$ cat src/rtl/fifo_param_pkg.sv
// Shared defaults for the parametrised FIFO family: data/address widths and
// almost-full/almost-empty thresholds reused by other FIFO variants.
package fifo_param_pkg;

   localparam int unsigned DEF_DATA_W    = 8;
   localparam int unsigned DEF_ADDR_W    = 5;
   localparam int unsigned DEF_AF_LEVEL  = 28;
   localparam int unsigned DEF_AE_LEVEL  = 4;
   localparam int unsigned DEF_HOLD_DATA = 0;

endpackage

$ cat src/rtl/fifo_ram.sv
// Simple dual-port register array: synchronous write port and registered read
// port. The read register holds its value when no read is requested.
module fifo_ram #(
   parameter int unsigned DATA_W = 8,
   parameter int unsigned ADDR_W = 5
) (
   input  logic              clock,
   input  logic              reset_n,
   input  logic              we,
   input  logic [ADDR_W-1:0] waddr,
   input  logic [DATA_W-1:0] wdata,
   input  logic              re,
   input  logic [ADDR_W-1:0] raddr,
   output logic [DATA_W-1:0] rdata
);

   localparam int unsigned DEPTH = 2 ** ADDR_W;

   logic [DATA_W-1:0] mem [DEPTH];
   logic [DATA_W-1:0] rdata_q;

   // Storage is deliberately left unreset.
   always_ff @(posedge clock) begin
      if (we) begin
         mem[waddr] <= wdata;
      end
   end

   always_ff @(posedge clock or negedge reset_n) begin
      if (!reset_n) begin
         rdata_q <= '0;
      end else if (re) begin
         rdata_q <= mem[raddr];
      end
   end

   assign rdata = rdata_q;

endmodule

$ cat src/rtl/fifo_param.sv
// Parametrised synchronous FIFO with occupancy count, programmable thresholds,
// overflow/underflow pulses and a read-data valid strobe.
module fifo_param
   import fifo_param_pkg::*;
#(
   parameter int unsigned DATA_W    = DEF_DATA_W,
   parameter int unsigned ADDR_W    = DEF_ADDR_W,
   parameter int unsigned AF_LEVEL  = DEF_AF_LEVEL,
   parameter int unsigned AE_LEVEL  = DEF_AE_LEVEL,
   parameter int unsigned HOLD_DATA = DEF_HOLD_DATA
) (
   input  logic              clock,
   input  logic              reset_n,
   input  logic              write,
   input  logic [DATA_W-1:0] datain,
   input  logic              read,
   output logic [DATA_W-1:0] dataout,
   output logic              dout_valid,
   output logic              full,
   output logic              empty,
   output logic              almost_full,
   output logic              almost_empty,
   output logic [ADDR_W:0]   count,
   output logic              overflow,
   output logic              underflow
);

   localparam logic [ADDR_W:0] PTR_ONE = (ADDR_W + 1)'(1);
   localparam logic [ADDR_W:0] AF_CNT  = (ADDR_W + 1)'(AF_LEVEL);
   localparam logic [ADDR_W:0] AE_CNT  = (ADDR_W + 1)'(AE_LEVEL);

   logic [ADDR_W:0]   wptr_q, rptr_q, count_q, count_d;
   logic              dout_valid_q, overflow_q, underflow_q;
   logic              rd_en, wr_en;
   logic [DATA_W-1:0] ram_rdata;

   assign empty = (wptr_q == rptr_q);
   assign full  = (wptr_q[ADDR_W] != rptr_q[ADDR_W]) &&
                  (wptr_q[ADDR_W-1:0] == rptr_q[ADDR_W-1:0]);

   // A write into a full FIFO is fine as long as a read frees a slot this cycle.
   assign rd_en = read & ~empty;
   assign wr_en = write & (~full | rd_en);

   always_comb begin
      count_d = count_q;
      case ({wr_en, rd_en})
         2'b10:   count_d = count_q + PTR_ONE;
         2'b01:   count_d = count_q - PTR_ONE;
         default: count_d = count_q;
      endcase
   end

   always_ff @(posedge clock or negedge reset_n) begin
      if (!reset_n) begin
         wptr_q       <= '0;
         rptr_q       <= '0;
         count_q      <= '0;
         dout_valid_q <= 1'b0;
         overflow_q   <= 1'b0;
         underflow_q  <= 1'b0;
      end else begin
         if (wr_en) wptr_q <= wptr_q + PTR_ONE;
         if (rd_en) rptr_q <= rptr_q + PTR_ONE;
         count_q      <= count_d;
         dout_valid_q <= rd_en;
         overflow_q   <= write & ~wr_en;
         underflow_q  <= read & ~rd_en;
      end
   end

   fifo_ram #(
      .DATA_W (DATA_W),
      .ADDR_W (ADDR_W)
   ) u_ram (
      .clock   (clock),
      .reset_n (reset_n),
      .we      (wr_en),
      .waddr   (wptr_q[ADDR_W-1:0]),
      .wdata   (datain),
      .re      (rd_en),
      .raddr   (rptr_q[ADDR_W-1:0]),
      .rdata   (ram_rdata)
   );

   // Legacy mode zeroes the output in cycles that carry no fresh read.
   assign dataout      = (HOLD_DATA != 0 || dout_valid_q) ? ram_rdata : '0;
   assign dout_valid   = dout_valid_q;
   assign count        = count_q;
   assign almost_full  = (count_q >= AF_CNT);
   assign almost_empty = (count_q <= AE_CNT);
   assign overflow     = overflow_q;
   assign underflow    = underflow_q;

endmodule

$ cat config.mk
export PLATFORM = sky130hd
export DESIGN_NAME = fifo_param
export DESIGN_NICKNAME = d
export VERILOG_FILES = /design/src/rtl/fifo_param_pkg.sv /design/src/rtl/fifo_ram.sv /design/src/rtl/fifo_param.sv
export SDC_FILE = /design/constraint.sdc
export NUM_CORES = 1
export LEC_CHECK = 0
export ABC_AREA = 1
export ABC_CLOCK_PERIOD_IN_PS = 2900
export BUFFER_PORTS_ARGS = -buffer_cell sky130_fd_sc_hd__buf_4
export CORE_MARGIN = 5
export CORE_UTILIZATION = 33
export DETAILED_ROUTE_END_ITERATION = 10
export PLACE_DENSITY = 0.6
export SLEW_MARGIN = 20
export SYNTH_ARGS = -nofsm -noshare
export SYNTH_HDL_FRONTEND = slang
export SYNTH_HIERARCHICAL = 1
export SYNTH_SLANG_ARGS = --single-unit
$ cat constraint.sdc
create_clock -name clock -period 2.9 [get_ports clock]
set_input_delay 0.145 -clock clock [delete_from_list [all_inputs] [get_ports clock]]
set_output_delay 0.145 -clock clock [all_outputs]
set_load 0.005 [all_outputs]
# Word level (Yosys, flattened, before mapping)
# Memories as Yosys holds them, arrays and structs flattened. A register that Yosys moved wholly into a read port is not among the register bits.
# Cells that the tools add are included.
# op_classes
addsub	4
magnitude_cmp	2
eq_ne	5
n_mux	4
n_bitwise	9
reduce_logical	3
# op_table
op	count
$add 6x1->6 const B	3
$pmux 6 s2	1
$mux 8	1
$eq 6x6->1	1
$ge 6x5->1 const B	1
$le 6x3->1 const B	1
$sub 6x1->6 const B	1
$eq 5x5->1	1
$and 1x1->1	4
$not 1->1	4
$eq 2x1->1 const B	1
$eq 2x2->1 const B	1
$mux 1	2
$reduce_bool 2->1	1
$logic_and 1x1->1	1
$logic_not 1->1	1
$ne 1x1->1	1
$or 1x1->1	1
# totals
register_bits	21
ramBits	256
out_inout_bits	21
memories	1
# mem_list
name	words	word_bits	rd	rd_clocked_by_memory_dff	write_ports	line_no	rtl
u_ram.mem	32	8	1	1	1	fifo_ram.sv:19	logic [DATA_W-1:0] mem [DEPTH];

# Logic depth before layout (Yosys ltp)
# logic_depth
word_depth	7
mapped_depth	19
ltp_nobuf	19

# By module
# Netlist, hierarchy kept.
# modules_own_cells
module	instances	cells_per_inst	area_per_inst_um2	seq_area_each_um2
fifo_ram	1	924	10765.3	7887.6
fifo_param	1	171	1352.5	525.5

# Least setup slack after synthesis
# No wires, ideal clock.
# synth_timing
path_type	reg2reg
start	register rptr_q[0]
end	register count_q[5] (netlist: count[5])
setup_time_ps	113
arrival_time_ps	2086
required_ps	2787
setup_slack_ps	702
path_stages_with_launch	18
path_buffers	0
path_cell_list	dfrtp_1 inv_1 nand2_1 nand2_1 nor2_1 nand3_2 nand2_4 inv_2 nand2_4 inv_1 ha_1 a21o_1 nand2_1 nand4_1 nand2_1 nand3_1 nand2_1 inv_1
# synth_between
elab_chain_len	7
elab_cells_between_ends	12
cone_classes	eq/ne (4); mux (1); bitwise (5); reduce/logical (2)
# synth_lines
item	line_no	rtl
start, declared	fifo_param.sv:32	logic [ADDR_W:0] wptr_q, rptr_q, count_q, count_d;
start signal, assigned	fifo_param.sv:64	if (rd_en) rptr_q <= rptr_q + PTR_ONE;
$eq 6x6->1 *	fifo_param.sv:37	assign empty = (wptr_q == rptr_q);
$not 1->1 *	fifo_param.sv:42	assign rd_en = read & ~empty;
$and 1x1->1 *	fifo_param.sv:42	
named net rd_en	fifo_param.sv:34	logic rd_en, wr_en;
$or 1x1->1	fifo_param.sv:43	assign wr_en = write & (~full | rd_en);
$and 1x1->1	fifo_param.sv:43	
$eq 2x1->1 or $eq 2x2->1 (tied branches)	fifo_param.sv:47	case ({wr_en, rd_en})
$pmux 6 s2 or $reduce_bool 2->1 (tied branches)	n/a	
end signal, assigned	fifo_param.sv:65	count_q <= count_d;
end, declared	fifo_param.sv:32	
# The timed path passes the listed nets; every way through them passes the cells marked *.
# A chain may end at the register's enable or synchronous reset.

# Final worst setup path
# layout_timing
start	register wptr_q[4]
end	memory u_ram.mem[3][6] (enable)
# layout_between
elab_chain_len	7
elab_cells_between_ends	10
cone_classes	eq/ne (2); mux (2); bitwise (5); reduce/logical (1)
# layout_lines
item	line_no	rtl
start, declared	fifo_param.sv:32	
start signal, assigned	fifo_param.sv:63	if (wr_en) wptr_q <= wptr_q + PTR_ONE;
$eq 6x6->1 or $eq 5x5->1 (tied branches)	fifo_param.sv:37, fifo_param.sv:39	
$not 1->1 or $logic_and 1x1->1 (tied branches)	fifo_param.sv:42, fifo_param.sv:38	
$and 1x1->1 or $not 1->1 (tied branches)	fifo_param.sv:42, fifo_param.sv:43	
$or 1x1->1	fifo_param.sv:43	
$and 1x1->1	fifo_param.sv:43	
$mux 1	fifo_ram.sv:24	if (we) begin
$mux 1 (not written as such)	fifo_ram.sv:25	mem[waddr] <= wdata;
end, declared	fifo_ram.sv:19	
# Parallel ways exist; a longest one is shown, timed or not.

==> metrics.yaml <==
status: "finished, final reports clean"
r2r_slack_ps: 290
cts_buffers: 27
cellLeakagePower_nw: 5.33
maxCapViolCount: 0
ff2ff_path_depth: 13
start_util: 0.333
nNetsFinal: 1165
drtIter0Drc: 547
power_density_nw_per_um2: 949
critPathMaxFanout: 9
fin_crit_sh: 0.901
cts_buffer_depth: 3
dr_wl_met2_um: 14400
critPathKind: "reg -> reg"
instances_no_fill: 1631
power_switching_mw: 4.95
grt_pass1_wl_um: 44200
clock_latency_ps: 540
setup_viol: 0
crit_arrival_ps: 2850
wl_per_cell_um: 17.4
coreArea_um2: 36400
htreeDepth: 1
antenna_found_initial: 0
final_common_cell: "nand2_1"
cts_root_buf: "clkbuf_16"
syn_area_um2: 12100
timing.final.max_slew_violations: 0
path_clk_slew_ps: 70
min_from: "datain[0]"
fmax_mhz: 383
combPwrFrac: 0.360
p_sw_frac: 0.378
synth_cell_types: 30
endpoint_kind: "flop"
grt_usage: 0.136
gr-total-overflow: 0
vias: 7868
synthesis.nets: 1114
synthesis.instances: 1095
worstMarginPinSlew_ps: 853
antenna_cells: 0
die_w_um: 202
top_layer_used: "met4"
tritoncts: "done"
required_ps: 3140
vias_per_cell: 4.82
layout_common_cells: "nand2_1, edfxtp_1, nand3_1"
place_inst: 1582
yosysWarnings: 6
hold_path_class: "in -> reg"
crit_path_start_kind: "flop"
tns_ps: 0
p_seq_frac: 0.392
finalWeightedCongestion: 0.871
grt_pass1_vias: 7649
drcViolationCount: 0
period_needed_ps: 2610
ir_drop_mv: 0.596
rows: 70
min_to: "u_ram/mem[29][0]$_DFFE_PP_"
io_pins: 33
hold_viol: 0
rsz0062_at_grt: "false"
seq_area_um2: 8420
fillers: 3534
reg2reg_from: "wptr_q[4]$_DFFE_PN0P_"
ant_nets: 0
multi_input_area_um2: 3200
ys_seq_area_frac: 0.694
avgSynthCellArea_um2: 11.1
yosys_register_bits: 285
area_growth_syn_to_layout_pct: 13.8
drt-pass1-iter-count: 5
rr_endpoint: "u_ram/mem[3][6]$_DFFE_PP_"
p_clk_frac: 0.248
grt_max_degree: 67
wl_met1_um: 12000
finalPower_mw: 13.1
whs_path_depth: 1
die_y_um: 202
cts.sinks: 285
die-area_um2: 40700
p_int_mw: 8.14
portBuffers: 32
place_hpwl_um: 17300
drive_gt1_frac: 0.117
fin_skew_ps: 14.8
wl_um: 28300
dr_wl_met3_um: 1280
max_slew_margin: 0.429
final cells by class:
class | instances | share of cell area
clock buffer | 38 | 0.0550
sequential | 285 | 0.611
tap | 468 | 0.0425
inverter | 48 | 0.0132
clock inverter | 8 | 0.00290
multi-input combinational | 707 | 0.232
timing repair buffer | 77 | 0.0443
critical path, cell delays in order (launching register included):
cell and delay, ps:
dfrtp_1 440, inv_1 180, nand2_1 70, nand2_1 100, a21oi_1 60, nand3_2 80
inv_2 50, nand2_2 60, nand2_2 60, inv_2 110, buf_4 180, nand3_1 460
nor2_1 270, buf_4 190
sequential cells by signal, indices dropped and copies added (netlist names):
| register | count |
|---|---|
| u_ram/mem | 256 |
| u_ram/rdata | 8 |
| rptr_q | 6 |
| underflow | 1 |
| wptr_q | 6 |
| overflow | 1 |
| dout_valid | 1 |
| count | 6 |
synth_stat cells (all sizes together):
| cell | number | area (um2) |
|---|---|---|
| inv | 48 | 180 |
| clkbuf | 12 | 45.0 |
| a21oi | 6 | 33.8 |
| o31ai | 1 | 7.51 |
| a21o | 1 | 7.51 |
| nand3 | 238 | 1210 |
| fa | 1 | 20.0 |
| nor4 | 2 | 12.5 |
| edfxtp | 256 | 7690 |
| nand2 | 387 | 1480 |
| ha | 6 | 75.1 |
| xnor2 | 2 | 17.5 |
| dfrtp | 29 | 726 |
| o21ai | 9 | 60.1 |
| buf | 43 | 284 |
| nand4 | 2 | 12.5 |
| xor2 | 11 | 104 |
| nor2 | 41 | 159 |
layer usage:
layer | up-vias | track usage
met2 | 195 | 0.240
met5 | - | 0
met3 | 41 | 0.0160
li1 | 3839 | -
met1 | 3793 | 0.178
met4 | 0 | 0.0374
stage by stage:
| stage | setup slack [ps] | hold WS [ps] | area [um2] | util |
|---|---|---|---|---|
| 3_5_place_dp | 297 | 101 | 13000 | 0.356 |
| 6_report | 288 | 54.4 | 13800 | 0.379 |
| 5_1_grt | 59.5 | 54.8 | 13800 | 0.379 |
| 3_3_place_gp | 330 | 98.8 | 13000 | 0.356 |
| 2_1_floorplan | 702 | -151 | 12100 | - |
| 4_1_cts | 277 | 45.2 | 13800 | 0.378 |
power by group through the flow:
| stage | Combinational, mW | Sequential (mW) | Clock, mW |
|---|---|---|---|
| 4_1_cts | 4.74 | 5.13 | 3.31 |
| 3_5_place_dp | 4.72 | 5.21 | 0 |
| 3_3_place_gp | 4.68 | 5.20 | 0 |
| 6_report | 4.71 | 5.13 | 3.25 |
| 2_1_floorplan | 3.29 | 5.14 | 0 |
| 5_1_grt | 5.25 | 5.18 | 3.49 |
timing repair:
action | 4_1_cts | 5_1_grt
endpoints found under the hold margin | 34 | 0
resized for setup | 0 | 1
buffers inserted | 0 | 0
hold buffers | 3 | 0
setup endpoints to repair | 0 | 1
worst max path at each step:
| stage | from | to |
|---|---|---|
| floorplan | rptr_q[0]$_DFFE_PN0N_ | count[5]$_DFFE_PN0P_ |
| global placement | rptr_q[4]$_DFFE_PN0N_ | u_ram/mem[28][1]$_DFFE_PP_ |
| detailed placement | wptr_q[4]$_DFFE_PN0P_ | u_ram/mem[28][2]$_DFFE_PP_ |
| CTS | wptr_q[4]$_DFFE_PN0P_ | u_ram/mem[28][0]$_DFFE_PP_ |
| global route | wptr_q[0]$_DFFE_PN0P_ | count[5]$_DFFE_PN0P_ |
| finish | wptr_q[4]$_DFFE_PN0P_ | u_ram/mem[3][6]$_DFFE_PP_ |
cells by family after synthesis:
| kind of cell | synth area share |
|---|---|
| XOR/XNOR | 0.0100 |
| AND/OR/NAND/NOR | 0.237 |
| buffers and inverters | 0.0420 |
| adder cells (fa/ha/maj) | 0.00785 |
| flip-flops | 0.694 |
| AO/OA/AOI/OAI | 0.00898 |
Power figures use the tool's default switching activity.
